--- src/rtl/arb_rr_8.sv ---
// arb_rr_8: 8-way round-robin arbiter with bounded grant locking.
// A holder keeps the grant while its request stays high, but gives it up after
// MAX_HOLD consecutive cycles when some other requester is waiting.
module arb_rr_8 #(
    parameter int unsigned MAX_HOLD = 4,
    parameter int unsigned CNT_W    = 4
) (
    input  logic       clk,
    input  logic       rst,
    input  logic       en,
    input  logic [7:0] req,
    output logic [7:0] gnt,
    output logic [2:0] gnt_idx,
    output logic       gnt_vld
);

    typedef enum logic {
        IDLE  = 1'b0,
        GRANT = 1'b1
    } state_t;

    state_t           state_q, state_d;
    logic [7:0]       gnt_q, gnt_d;
    logic [2:0]       idx_q, idx_d;
    logic             vld_q, vld_d;
    logic [2:0]       ptr_q, ptr_d;
    logic [CNT_W-1:0] cnt_q, cnt_d;

    logic [7:0]       cand;
    logic [2:0]       start;
    logic [2:0]       pos;
    logic             win_found;
    logic [2:0]       win_idx;
    logic             hold_expired;

    // Candidate set and search start: all requests from ptr when idle, everyone
    // but the holder from holder+1 when granted; then the first set bit in rotation.
    always_comb begin
        cand      = req;
        start     = ptr_q;
        pos       = '0;
        win_found = 1'b0;
        win_idx   = '0;
        if (state_q == GRANT) begin
            cand  = req & ~(8'b1 << idx_q);
            start = idx_q + 3'd1;
        end
        for (int unsigned i = 0; i < 8; i++) begin
            pos = start + 3'(i);
            if (!win_found && cand[pos]) begin
                win_found = 1'b1;
                win_idx   = pos;
            end
        end
    end

    assign hold_expired = (cnt_q == CNT_W'(MAX_HOLD)) && (cand != 8'h00);

    // Next-state logic: grant, release/expiry handover, en-drop, hold counting.
    always_comb begin
        state_d = state_q;
        idx_d   = idx_q;
        vld_d   = vld_q;
        ptr_d   = ptr_q;
        cnt_d   = cnt_q;
        unique case (state_q)
            IDLE: begin
                vld_d = 1'b0;
                if (en && win_found) begin
                    idx_d   = win_idx;
                    vld_d   = 1'b1;
                    cnt_d   = CNT_W'(1);
                    state_d = GRANT;
                end
            end
            GRANT: begin
                if (!en) begin
                    vld_d   = 1'b0;
                    ptr_d   = idx_q + 3'd1;
                    state_d = IDLE;
                end else if (!req[idx_q] || hold_expired) begin
                    // Handover happens on the same edge, so there is no idle bubble.
                    ptr_d = idx_q + 3'd1;
                    if (win_found) begin
                        idx_d = win_idx;
                        vld_d = 1'b1;
                        cnt_d = CNT_W'(1);
                    end else begin
                        vld_d   = 1'b0;
                        state_d = IDLE;
                    end
                end else if (cnt_q != CNT_W'(MAX_HOLD)) begin
                    cnt_d = cnt_q + CNT_W'(1);
                end
            end
            default: begin
                state_d = IDLE;
                vld_d   = 1'b0;
            end
        endcase
        gnt_d = vld_d ? (8'b1 << idx_d) : 8'h00;
    end

    // State and output registers with synchronous reset.
    always_ff @(posedge clk) begin
        if (rst) begin
            state_q <= IDLE;
            gnt_q   <= '0;
            idx_q   <= '0;
            vld_q   <= 1'b0;
            ptr_q   <= '0;
            cnt_q   <= '0;
        end else begin
            state_q <= state_d;
            gnt_q   <= gnt_d;
            idx_q   <= idx_d;
            vld_q   <= vld_d;
            ptr_q   <= ptr_d;
            cnt_q   <= cnt_d;
        end
    end

    assign gnt     = gnt_q;
    assign gnt_idx = idx_q;
    assign gnt_vld = vld_q;

endmodule
--- config.mk ---
export PLATFORM = sky130hd
export DESIGN_NAME = arb_rr_8
export DESIGN_NICKNAME = d
export VERILOG_FILES = /design/src/rtl/arb_rr_8.sv
export SDC_FILE = /design/constraint.sdc
export NUM_CORES = 1
export LEC_CHECK = 0
export ABC_CLOCK_PERIOD_IN_PS = 4400
export CORE_MARGIN = 1
export CORE_UTILIZATION = 58
export DETAILED_ROUTE_END_ITERATION = 10
export PLACE_DENSITY_LB_ADDON = 0.2
export SLEW_MARGIN = 20
export SYNTH_ARGS = -nofsm -noshare
export SYNTH_HDL_FRONTEND = slang
export SYNTH_SLANG_ARGS = --single-unit
--- constraint.sdc ---
create_clock -name clk -period 4.4 [get_ports clk]
set_clock_uncertainty 0.15 [all_clocks]
set_input_delay 0.66 -clock clk [delete_from_list [all_inputs] [get_ports clk]]
set_output_delay 0.66 -clock clk [all_outputs]
set_load 0.05 [all_outputs]
==> run_results.csv <==
group,metric,value,unit
die,die_height,63.6,µm
worst_setup_path,crit_type,"flop to flop",
cts,cts_made_buffers,3,
die,dieArea,4040,µm²
yosys,synth_ff_type,"dfxtp_1",
yosys,synth_seq_cells,20,
detailed_routing,vias,2244,
cts,clockRootBuffer,"clkbuf_8",
timing,fin_crit_sh,90.6,%
timing,max_freq,0.251,GHz
yosys,ys_seq_area_share,18.2,%
grt,grt_pass1_wl,9.48,mm
status,status,"complete, no violations",
die,start_util,60.1,%
yosys,async_flop_share,0,%
timing,fin_tns_setup,0,ns
cts,cts_tree,"built",
grt,antenna_found_initial,0,
worst_hold_path,hold_path.class,"flop to flop",
placement,port_buffers,22,
yosys,ys_warn_count,0,
grt,grt_max_degree,15,
grt,grt_pass1_vias,2008,
die,fp-row-count,22,
yosys,synth.cell_area,2200,µm²
cts,clk_latency,0.26,ns
worst_setup_path,arrival,3.99,ns
cts,postCtsSetupBuffers,0,
detailed_routing,routed_wl,5.80,mm
yosys,synth_top_area_cell,"dfxtp_1",
timing,slew_viol_final,0,
pwr,pwr_density_cell,494,nW/µm²
cts,cts_resized,0,
detailed_routing,vias_per_cell,6.72,
detailed_routing,dr.pass1.iters,5,
finish,nets,309,
finish,drive_above_1_share,12.6,%
cts,cts_hold_buf,0,
yosys,postSynthCellCount,265,
detailed_routing,ant_nets,0,
yosys,syn_avg_cell_area,8.30,µm²
finish,area.growth.synth_to_final,14.8,%
grt,global_route.usage.total,29.7,%
cts,clk_pin_slew,0.07,ns
placement,place.gp.congestion,0.926,
yosys,yosys-top-cells-area,"dfxtp_1 18%, ha_1 6.3%, o211ai_1 5.5%, nand2_1 3.9%, nor2_1 3.2%",
die,fp.dieW,63.6,µm
yosys,synth_most_common_cell,"nand2_1",
worst_setup_path,startpoint_type,"flop",
yosys,synth_top_area_share,18.2,%
detailed_routing,wl_per_cell,17.4,µm
worst_setup_path,reg2regPathDepth,13,
die,io_pins,23,
timing,finalHoldViolations,0,
finish,finish.utilization,69.0,%
job,drv.max_cap_violation_count,0,
worst_hold_path,min_path_cells,2,
timing,rsz0062_at_grt,"false",
yosys,synthesis.nets,287,
finish,antenna_cells,0,
timing,slew-limit-headroom,58.8,%
worst_setup_path,crit_path_end_kind,"flop",
yosys,yosys-top-cells-count,"23 x nand2_1, 20 x dfxtp_1, 19 x nor2_1",
worst_setup_path,worstPathRequired,4.41,ns
timing,worst_pin_slew,0.619,ns
pwr,p_leak,0.000955,µW
placement,place_hpwl,4.48,mm
timing,min_period,3.99,ns
grt,overflow,0,
detailed_routing,drc,0,
yosys,synth_enable_flop_cells,0,
die,core,3660,µm²
cts,htreeDepth,1,
timing,setup_violations,0,
detailed_routing,drtIter0Drc,238,
pwr,peakVddDrop,0.000284,V
yosys,ys_types,70,
cts,clk_path_buf_depth,2,
worst_setup_path,path_max_fanout,8,
cts,cts_sinks,20,
flip-flops by register name, summed over array words and instances, names as in the netlist:
signal,flops
cnt_q,4
gnt,8
gnt_idx,3
gnt_vld,1
ptr_q,3
state_q,1
per-layer routing:
layer | share of wire (%) | wire length [µm] | vias up | GRT usage [%]
li1 | - | - | 1064 | -
met1 | 47 | 2730 | 1083 | 41.3
met2 | 47 | 2700 | 88 | 48.4
met3 | 5.1 | 295 | 9 | 1.99
met4 | 1.3 | 78 | 0 | 9.38
met5 | 0 | 0 | - | 0
cells by family after synthesis:
group	count (synthesis)	synth area share, %
adders and majority gates	11	6.26
buffers and inverters	27	5.75
xor gates and xnor gates	7	3.64
AOI/OAI and AO/OA	81	31.5
and+or+nand+nor	112	29.7
DFF	20	18.2
muxes	7	4.89
where the power goes:
group	internal [µW]	switching, µW	total [µW]
clock	121	59.7	181
sequential	201	23.2	225
combinational	309	534	842
final cells by class:
| class | count | area, µm² |
|---|---|---|
| repair buffers | 27 | 258 |
| fillers | 311 | 1130 |
| multi-input cells | 218 | 1670 |
| inverters | 17 | 63.8 |
| flip-flops and latches | 20 | 400 |
| clock inverters | 1 | 30.0 |
| well taps | 48 | 60.1 |
| clock buffers | 3 | 41.3 |
cells in the final DEF (no fill, tap or decap), drive strengths merged, types with 4 or more instances in the layout:
master,instances
a21oi,6
a22oi,9
and2,5
buf,5
clkdlybuf4s50,22
dfxtp,20
ha,11
inv,17
mux2i,4
nand2,23
nand2b,5
nand3,12
nand3b,5
nand4,10
nor2,20
nor2b,5
nor3,9
nor3b,4
nor4b,4
o211ai,19
o21ai,10
xnor2,5
stage by stage:
step / worst slack [ns] / power (µW) / instances / hold slack, ns / cell area [µm²]
after detailed placement: 0.470 / 1050 / 330 / 0.361 / 2450
after global placement: 0.601 / 1040 / 330 / 0.342 / 2450
after floorplan: 0.235 / 865 / 265 / 0.310 / 2200
after CTS: 0.433 / 1230 / 334 / 0.373 / 2530
after global routing: 0.0963 / 1320 / 334 / 0.408 / 2530
final: 0.414 / 1250 / 334 / 0.372 / 2530
worst max-delay path, stage by stage, from the launching register on:
cell and delay [ns]:
dfxtp_1 0.49, inv_1 0.12, ha_1 0.32, mux2i_1 0.26
ha_1 0.36, nor3_1 0.34, a22oi_1 0.24, nand2_1 0.15
nand4_2 0.26, a2111oi_2 0.38, a211oi_1 0.12, a22oi_1 0.24
nand2_1 0.22, and3b_1 0.23
worst paths after layout:
path / startpoint / endpoint / slack (ns)
hold reg to reg: ptr_q[2] / ptr_q[2] / 0.37
hold / removal: ptr_q[2] / ptr_q[2] / 0.37
setup / recovery: gnt_idx[1] / gnt[3] / 0.41
setup reg to reg: gnt_idx[1] / gnt[3] / 0.41
Power figures use the tool's default switching activity.
